### config.mk
export PLATFORM = sky130hd
export DESIGN_NAME = load_store_unit
export DESIGN_NICKNAME = d
export VERILOG_FILES = /design/src/rtl/lsu_pkg.sv /design/src/rtl/lsu_lane_align.sv /design/src/rtl/load_store_unit.sv
export SDC_FILE = /design/constraint.sdc
export NUM_CORES = 1
export LEC_CHECK = 0
export ABC_AREA = 1
export BUFFER_PORTS_ARGS = -buffer_cell sky130_fd_sc_hd__buf_2
export CAP_MARGIN = 0
export CORE_ASPECT_RATIO = 1.1
export CORE_MARGIN = 2
export CORE_UTILIZATION = 41
export DETAILED_ROUTE_END_ITERATION = 12
export PLACE_DENSITY_LB_ADDON = 0.3
export SLEW_MARGIN = 20
export SYNTH_ARGS = -nofsm -noshare
export SYNTH_HDL_FRONTEND = slang
export SYNTH_SLANG_ARGS = --single-unit
### constraint.sdc
create_clock -name clk -period 4.7 [get_ports clk]
set_input_delay 0 -clock clk [delete_from_list [all_inputs] [get_ports clk]]
set_output_delay 0 -clock clk [all_outputs]
set_load 0.005 [all_outputs]
### src/rtl/lsu_pkg.sv
// Shared definitions for the load/store unit: FSM states, funct3 access
// codes and fault cause codes.
package lsu_pkg;

    typedef enum logic [1:0] {
        ST_IDLE = 2'b00,
        ST_BUSY = 2'b01,
        ST_DONE = 2'b10
    } lsu_state_t;

    localparam logic [2:0] F3_B  = 3'b000;
    localparam logic [2:0] F3_H  = 3'b001;
    localparam logic [2:0] F3_W  = 3'b010;
    localparam logic [2:0] F3_BU = 3'b100;
    localparam logic [2:0] F3_HU = 3'b101;

    localparam logic [1:0] FC_NONE     = 2'b00;
    localparam logic [1:0] FC_MISALIGN = 2'b01;
    localparam logic [1:0] FC_TIMEOUT  = 2'b10;
    localparam logic [1:0] FC_ILLEGAL  = 2'b11;

    // True for the five width encodings the unit understands.
    function automatic logic f3_is_known(input logic [2:0] f3);
        return (f3 == F3_B) || (f3 == F3_H) || (f3 == F3_W) ||
               (f3 == F3_BU) || (f3 == F3_HU);
    endfunction

endpackage

### src/rtl/lsu_lane_align.sv
// Combinational byte-lane logic: store data steering / byte enables and
// load byte/halfword extraction with sign or zero extension.
module lsu_lane_align
    import lsu_pkg::*;
(
    input  logic        i_is_store,
    input  logic [2:0]  i_st_funct3,
    input  logic [1:0]  i_st_addr_lo,
    input  logic [31:0] i_st_data,
    output logic [3:0]  o_be,
    output logic [31:0] o_wdata,
    input  logic [2:0]  i_ld_funct3,
    input  logic [1:0]  i_ld_addr_lo,
    input  logic [31:0] i_rdata,
    output logic [31:0] o_ld_data
);

    logic [31:0] w_ld_shift;
    logic [15:0] w_ld_half;

    // Store steering: replicate narrow data across the word, enable only target lanes.
    always_comb begin
        o_be    = 4'b1111;
        o_wdata = i_st_data;
        if (i_is_store) begin
            case (i_st_funct3[1:0])
                2'b00: begin
                    o_be    = 4'b0001 << i_st_addr_lo;
                    o_wdata = {4{i_st_data[7:0]}};
                end
                2'b01: begin
                    o_be    = i_st_addr_lo[1] ? 4'b1100 : 4'b0011;
                    o_wdata = {2{i_st_data[15:0]}};
                end
                default: begin
                    o_be    = 4'b1111;
                    o_wdata = i_st_data;
                end
            endcase
        end
    end

    // Load extraction: pick the addressed byte/half and extend to 32 bits.
    always_comb begin
        w_ld_shift = i_rdata >> {i_ld_addr_lo, 3'b000};
        w_ld_half  = i_ld_addr_lo[1] ? i_rdata[31:16] : i_rdata[15:0];
        case (i_ld_funct3)
            F3_B:    o_ld_data = {{24{w_ld_shift[7]}}, w_ld_shift[7:0]};
            F3_BU:   o_ld_data = {24'h0, w_ld_shift[7:0]};
            F3_H:    o_ld_data = {{16{w_ld_half[15]}}, w_ld_half};
            F3_HU:   o_ld_data = {16'h0, w_ld_half};
            default: o_ld_data = i_rdata;
        endcase
    end

endmodule

### src/rtl/load_store_unit.sv
// Load/store unit: IDLE/BUSY/DONE handshake FSM between the core datapath and
// a variable-latency request/acknowledge memory bus, with timeout abort.
module load_store_unit
    import lsu_pkg::*;
#(
    parameter int unsigned TIMEOUT_CYCLES = 64
) (
    input  logic        clk,
    input  logic        reset,
    input  logic        mem_read,
    input  logic        mem_write,
    input  logic [2:0]  funct3,
    input  logic [15:0] data_addr,
    input  logic [31:0] write_data,
    output logic [31:0] read_data,
    output logic        stall,
    output logic        fault,
    output logic [1:0]  fault_cause,
    output logic        bus_req,
    output logic        bus_we,
    output logic [13:0] bus_addr,
    output logic [31:0] bus_wdata,
    output logic [3:0]  bus_be,
    input  logic        bus_ack,
    input  logic [31:0] bus_rdata
);

    localparam logic [7:0] TO_LAST = 8'(TIMEOUT_CYCLES - 1);

    lsu_state_t  r_state;
    lsu_state_t  w_next_state;

    logic        w_access;
    logic        w_illegal;
    logic        w_misalign;
    logic        w_timeout_hit;
    logic [1:0]  w_fault_cause;

    logic [3:0]  w_st_be;
    logic [31:0] w_st_wdata;
    logic [31:0] w_ld_data;

    logic [7:0]  r_tcount;
    logic [2:0]  r_funct3;
    logic [1:0]  r_addr_lo;
    logic        r_is_load;
    logic [31:0] r_read_data;
    logic        r_fault;
    logic [1:0]  r_fault_cause;
    logic        r_bus_we;
    logic [13:0] r_bus_addr;
    logic [31:0] r_bus_wdata;
    logic [3:0]  r_bus_be;

    assign w_access  = mem_read | mem_write;
    assign w_illegal = (mem_read & mem_write) | ~f3_is_known(funct3) |
                       (mem_write & funct3[2]);
    assign w_misalign = (funct3[1:0] == 2'b01) ? data_addr[0] :
                        (funct3[1:0] == 2'b10) ? (data_addr[1:0] != 2'b00) : 1'b0;
    assign w_timeout_hit = (r_tcount == TO_LAST);

    lsu_lane_align u_lane_align (
        .i_is_store   (mem_write),
        .i_st_funct3  (funct3),
        .i_st_addr_lo (data_addr[1:0]),
        .i_st_data    (write_data),
        .o_be         (w_st_be),
        .o_wdata      (w_st_wdata),
        .i_ld_funct3  (r_funct3),
        .i_ld_addr_lo (r_addr_lo),
        .i_rdata      (bus_rdata),
        .o_ld_data    (w_ld_data)
    );

    // State register.
    always_ff @(posedge clk or negedge reset) begin
        if (!reset) r_state <= ST_IDLE;
        else        r_state <= w_next_state;
    end

    // Next-state logic and fault classification for a new access.
    always_comb begin
        w_next_state  = r_state;
        w_fault_cause = FC_NONE;
        case (r_state)
            ST_IDLE: begin
                if (w_access) begin
                    if (w_illegal) begin
                        w_next_state  = ST_DONE;
                        w_fault_cause = FC_ILLEGAL;
                    end else if (w_misalign) begin
                        w_next_state  = ST_DONE;
                        w_fault_cause = FC_MISALIGN;
                    end else begin
                        w_next_state = ST_BUSY;
                    end
                end
            end
            ST_BUSY: begin
                if (bus_ack || w_timeout_hit) w_next_state = ST_DONE;
            end
            ST_DONE: w_next_state = ST_IDLE;
            default: w_next_state = ST_IDLE;
        endcase
    end

    // Capture registers, timeout counter and held bus request fields.
    always_ff @(posedge clk or negedge reset) begin
        if (!reset) begin
            r_tcount      <= '0;
            r_funct3      <= '0;
            r_addr_lo     <= '0;
            r_is_load     <= 1'b0;
            r_read_data   <= '0;
            r_fault       <= 1'b0;
            r_fault_cause <= '0;
            r_bus_we      <= 1'b0;
            r_bus_addr    <= '0;
            r_bus_wdata   <= '0;
            r_bus_be      <= '0;
        end else begin
            case (r_state)
                ST_IDLE: begin
                    if (w_access) begin
                        if (w_fault_cause != FC_NONE) begin
                            r_fault       <= 1'b1;
                            r_fault_cause <= w_fault_cause;
                            r_read_data   <= '0;
                        end else begin
                            r_fault       <= 1'b0;
                            r_fault_cause <= FC_NONE;
                            r_tcount      <= '0;
                            r_funct3      <= funct3;
                            r_addr_lo     <= data_addr[1:0];
                            r_is_load     <= mem_read;
                            r_bus_we      <= mem_write;
                            r_bus_addr    <= data_addr[15:2];
                            r_bus_wdata   <= w_st_wdata;
                            r_bus_be      <= w_st_be;
                        end
                    end
                end
                ST_BUSY: begin
                    // Ack takes priority over a timeout reached in the same cycle.
                    if (bus_ack) begin
                        if (r_is_load) r_read_data <= w_ld_data;
                    end else if (w_timeout_hit) begin
                        r_read_data   <= '0;
                        r_fault       <= 1'b1;
                        r_fault_cause <= FC_TIMEOUT;
                    end else begin
                        r_tcount <= r_tcount + 8'd1;
                    end
                end
                default: ;
            endcase
        end
    end

    // stall is gated by reset so it drops immediately even with an access pending.
    assign stall       = reset & (((r_state == ST_IDLE) & w_access) | (r_state == ST_BUSY));
    assign bus_req     = (r_state == ST_BUSY);
    assign bus_we      = r_bus_we;
    assign bus_addr    = r_bus_addr;
    assign bus_wdata   = r_bus_wdata;
    assign bus_be      = r_bus_be;
    assign read_data   = r_read_data;
    assign fault       = r_fault;
    assign fault_cause = r_fault_cause;

endmodule

==> metrics.csv <==
stage,metric,value,unit
synth,"top cells by area, synth","dfrtp_1, nand2_1, o21ai_0, inv_1, a21oi_1",
setup_path,slowest CP cell,clkinv_1,
floorplanning,Core Box Area,12600,sq um
route,"antenna viol nets, final",0,
global_routing,first-pass GRT wire length,24.4,mm
sta,worst slew pin tran,944,ps
global_routing,initial antenna violation count,0,
global_routing,Global Route Usage Sum,22.0,%
floorplanning,Die X,112,um
sta,RSZ-0062 raised after global routing,no,
sta,relative slew slack,37.0,%
route,via count,5397,
setup_path,cell mode on critical path,nand2_1,
global_routing,grt total ovfl,0,
route,Vias/cell,4.97,
setup_path,crit path max fanout,26,
sta,clk_skew,4.74,ps
route,Pre-Repair DR Iteration Count,5,
sta,crit share post-route,54.5,%
cells_and_area,final std cells w/o fill,1087,
synth,top-area cell type share of the netlist area,48.2,%
synth,Post-Syn Area per Cell,7.34,sq um
sta,minimum hold slack,6.99,ps
floorplanning,Die Area,13800,sq um
setup_path,CP peak stage delay,720,ps
cells_and_area,Nets,1014,
clock_tree,Max H-tree Level,3,
min_path,Hold Path Class,primary input to register,
synth,Synthesis Warnings,0,
sta,Setup Viol. Count Final,0,
place,IO buf count,175,
cells_and_area,share of post-route cells with drive strength above 1,23.4,%
clock_tree,CTS Sinks,102,
synth,Syn Nets,811,
global_routing,largest net degree at the start of global routing,63,
setup_path,"CP delay by family, top",buffers and inverters,
power_and_ir_drop,Power Total,3.50,mW
power_and_ir_drop,Static Leak,3.87,nW
sta,post-route minimum period,2560,ps
setup_path,CP Class,register to register,
sta,"Hold Violations, Final",0,
floorplanning,Starting Density,42.1,%
route,DRC,0,
synth,Cell variety after synth,31,
outcome,status,"complete, no violations",
synth,Post-Syn Instances,722,
setup_path,CP Capture Type,register,
synth,sequential area share after synthesis,48.2,%
clock_tree,Clock Latency Late Sink,350,ps
setup_path,WP buf/inv,2,
place,Placed Cells,1024,
clock_tree,clk slew on worst S/H paths,80,ps
setup_path,Critical Path AT,2750,ps
synth,register bit count reported by yosys,102,
synth,cell type with the largest total area after synthesis,dfrtp_1,
flow_run,Max Cap Viol,0,
place,GP Congestion,0.870,
cells_and_area,Final Cell Area,6980,sq um
clock_tree,Clock Tree Buf Depth,2,
place,worst slack at placement,2210,ps
cells_and_area,final core utilization,55.4,%
clock_tree,Root Buffer,clkbuf_16,
sta,FMAX,0.390,GHz
route,DRT iter0 DRCs,403,
setup_path,crit-path cells,clkinv_1 > nand2_1 > inv_1 > nand3_1 > nand3_2 > nand2_1 > o21ai_0,
cells_and_area,ant diodes,0,
clock_tree,CTS Buf Count,9,
route,drt total wl,15.2,mm
floorplanning,chip height,123,um
sta,setup_tns,0,ps
synth,Netlist Area Pre-Place,5300,sq um
sta,PnR worst setup slack,2140,ps
sta,Pins Over Slew Limit,0,
cells_and_area,FILL cells,1236,
power_and_ir_drop,Pwr Density,502,nW/um^2
place,dpl hpwl,10.3,mm
global_routing,vias in the first global route,4951,
setup_path,CP required,4890,ps
floorplanning,cell row count,43,
power_and_ir_drop,VDD IR max,261,uV
setup_path,crit path launch type,register,
route,routed len/inst,14.0,um
floorplanning,num ports,176,
cells_and_area,synth-to-layout area growth,31.7,%
clock_tree,TritonCTS clock tree,built,
place,Post-DP Area,6210,sq um
flip-flops by register name (all words and copies together), names as in the netlist:
signal       flops
bus_be           4
r_tcount         8
r_is_load        1
bus_wdata       32
fault            1
bus_addr        14
r_funct3         3
fault_cause      2
r_addr_lo        2
read_data       32
bus_we           1
r_state          2
layer usage:
| metal | global-route usage [%] | wire length [um] |
|---|---|---|
| met3 | 4.51 | 1020 |
| met5 | 0 | 0 |
| met4 | 8.46 | 308 |
| met1 | 29.7 | 6700 |
| met2 | 35.2 | 7210 |
final timing paths:
path / start / end / slack, ps / cells past startpoint
setup / recovery: r_funct3[1]$_DFFE_PN0P_ / read_data[29]$_DFFE_PN0P_ / 2140 / 7
hold / removal: write_data[8] / bus_wdata[8]$_DFFE_PN0P_ / 7 / 5
setup reg to reg: r_funct3[1]$_DFFE_PN0P_ / read_data[29]$_DFFE_PN0P_ / 2140 / 7
hold reg to reg: fault_cause[0]$_DFFE_PN0P_ / fault_cause[0]$_DFFE_PN0P_ / 470 / 2
max in group asynchronous: reset / bus_wdata[11]$_DFFE_PN0P_ / 3380 / 3
min in group asynchronous: reset / read_data[20]$_DFFE_PN0P_ / 250 / 2
worst reg2reg max path, cell delays in order (launching register included):
cell and delay (ps):
dfrtp_1 700, clkinv_1 730, nand2_1 240, inv_1 100
nand3_1 100, nand3_2 300, nand2_1 140, o21ai_0 100
placed cells by master, fill, tap and decap left out, drive strengths merged:
| master | instances |
|---|---|
| a21oi | 33 |
| o21a | 1 |
| a22oi | 1 |
| xnor2 | 1 |
| o22ai | 8 |
| clkbuf | 9 |
| nor2 | 50 |
| o211ai | 15 |
| ha | 1 |
| inv | 66 |
| o21ai | 71 |
| nand3 | 14 |
| nor3b | 1 |
| dlygate4sd3 | 46 |
| buf | 178 |
| nor3 | 3 |
| clkinv | 4 |
| nand4 | 2 |
| xor2 | 4 |
| nand2 | 318 |
| dfrtp | 102 |
| clkinvlp | 2 |
logic make-up after synthesis:
group / count (synthesis) / share of synthesized area, %
AND/OR/NAND/NOR: 388 / 29.6
AO/OA/AOI/OAI: 129 / 13.3
flip-flops: 102 / 48.2
buffers and inverters: 97 / 7.87
XOR/XNOR: 5 / 0.827
adder cells (fa/ha/maj): 1 / 0.236
layout make-up:
type,instances,area (sq um),share of cell area [%]
sequential,102,2550,36.6
multi-input combinational,523,2330,33.4
timing repair buffer,224,1370,19.7
inverter,65,244,3.50
clock buffer,9,225,3.23
tap,157,196,2.82
clock inverter,7,57.6,0.825
synthesized netlist by cell type:
cell type / instances
xnor2_1: 1
clkbuf_1: 9
nand3_2: 2
nor2_1: 41
xor2_1: 4
buf_2: 15
clkinv_1: 1
o211ai_1: 15
a21oi_2: 1
buf_6: 2
nand2_1: 314
a21oi_1: 32
nand3_4: 2
o22ai_1: 8
inv_2: 6
nor3b_1: 1
inv_1: 58
nor3_1: 3
o21ai_0: 54
nor2_2: 6
dfrtp_1: 102
ha_1: 1
a22oi_1: 1
nand3_1: 10
buf_4: 5
nand4_1: 2
o21ai_1: 17
nand2_2: 4
o21a_1: 1
buf_1: 1
nor2_4: 3
power breakdown:
part	leakage, nW	switching (mW)	internal (mW)
clock network	0.134	0.361	0.366
registers	1.32	0.218	1.19
logic	2.42	0.847	0.521
total	3.87	1.43	2.08
timing repair:
action / CTS / global route
hold buffers: 46 / 0
gates resized for setup: 0 / 0
hold endpoints to repair: 102 / 0
setup buffers: 0 / 0
Power figures use the tool's default switching activity.
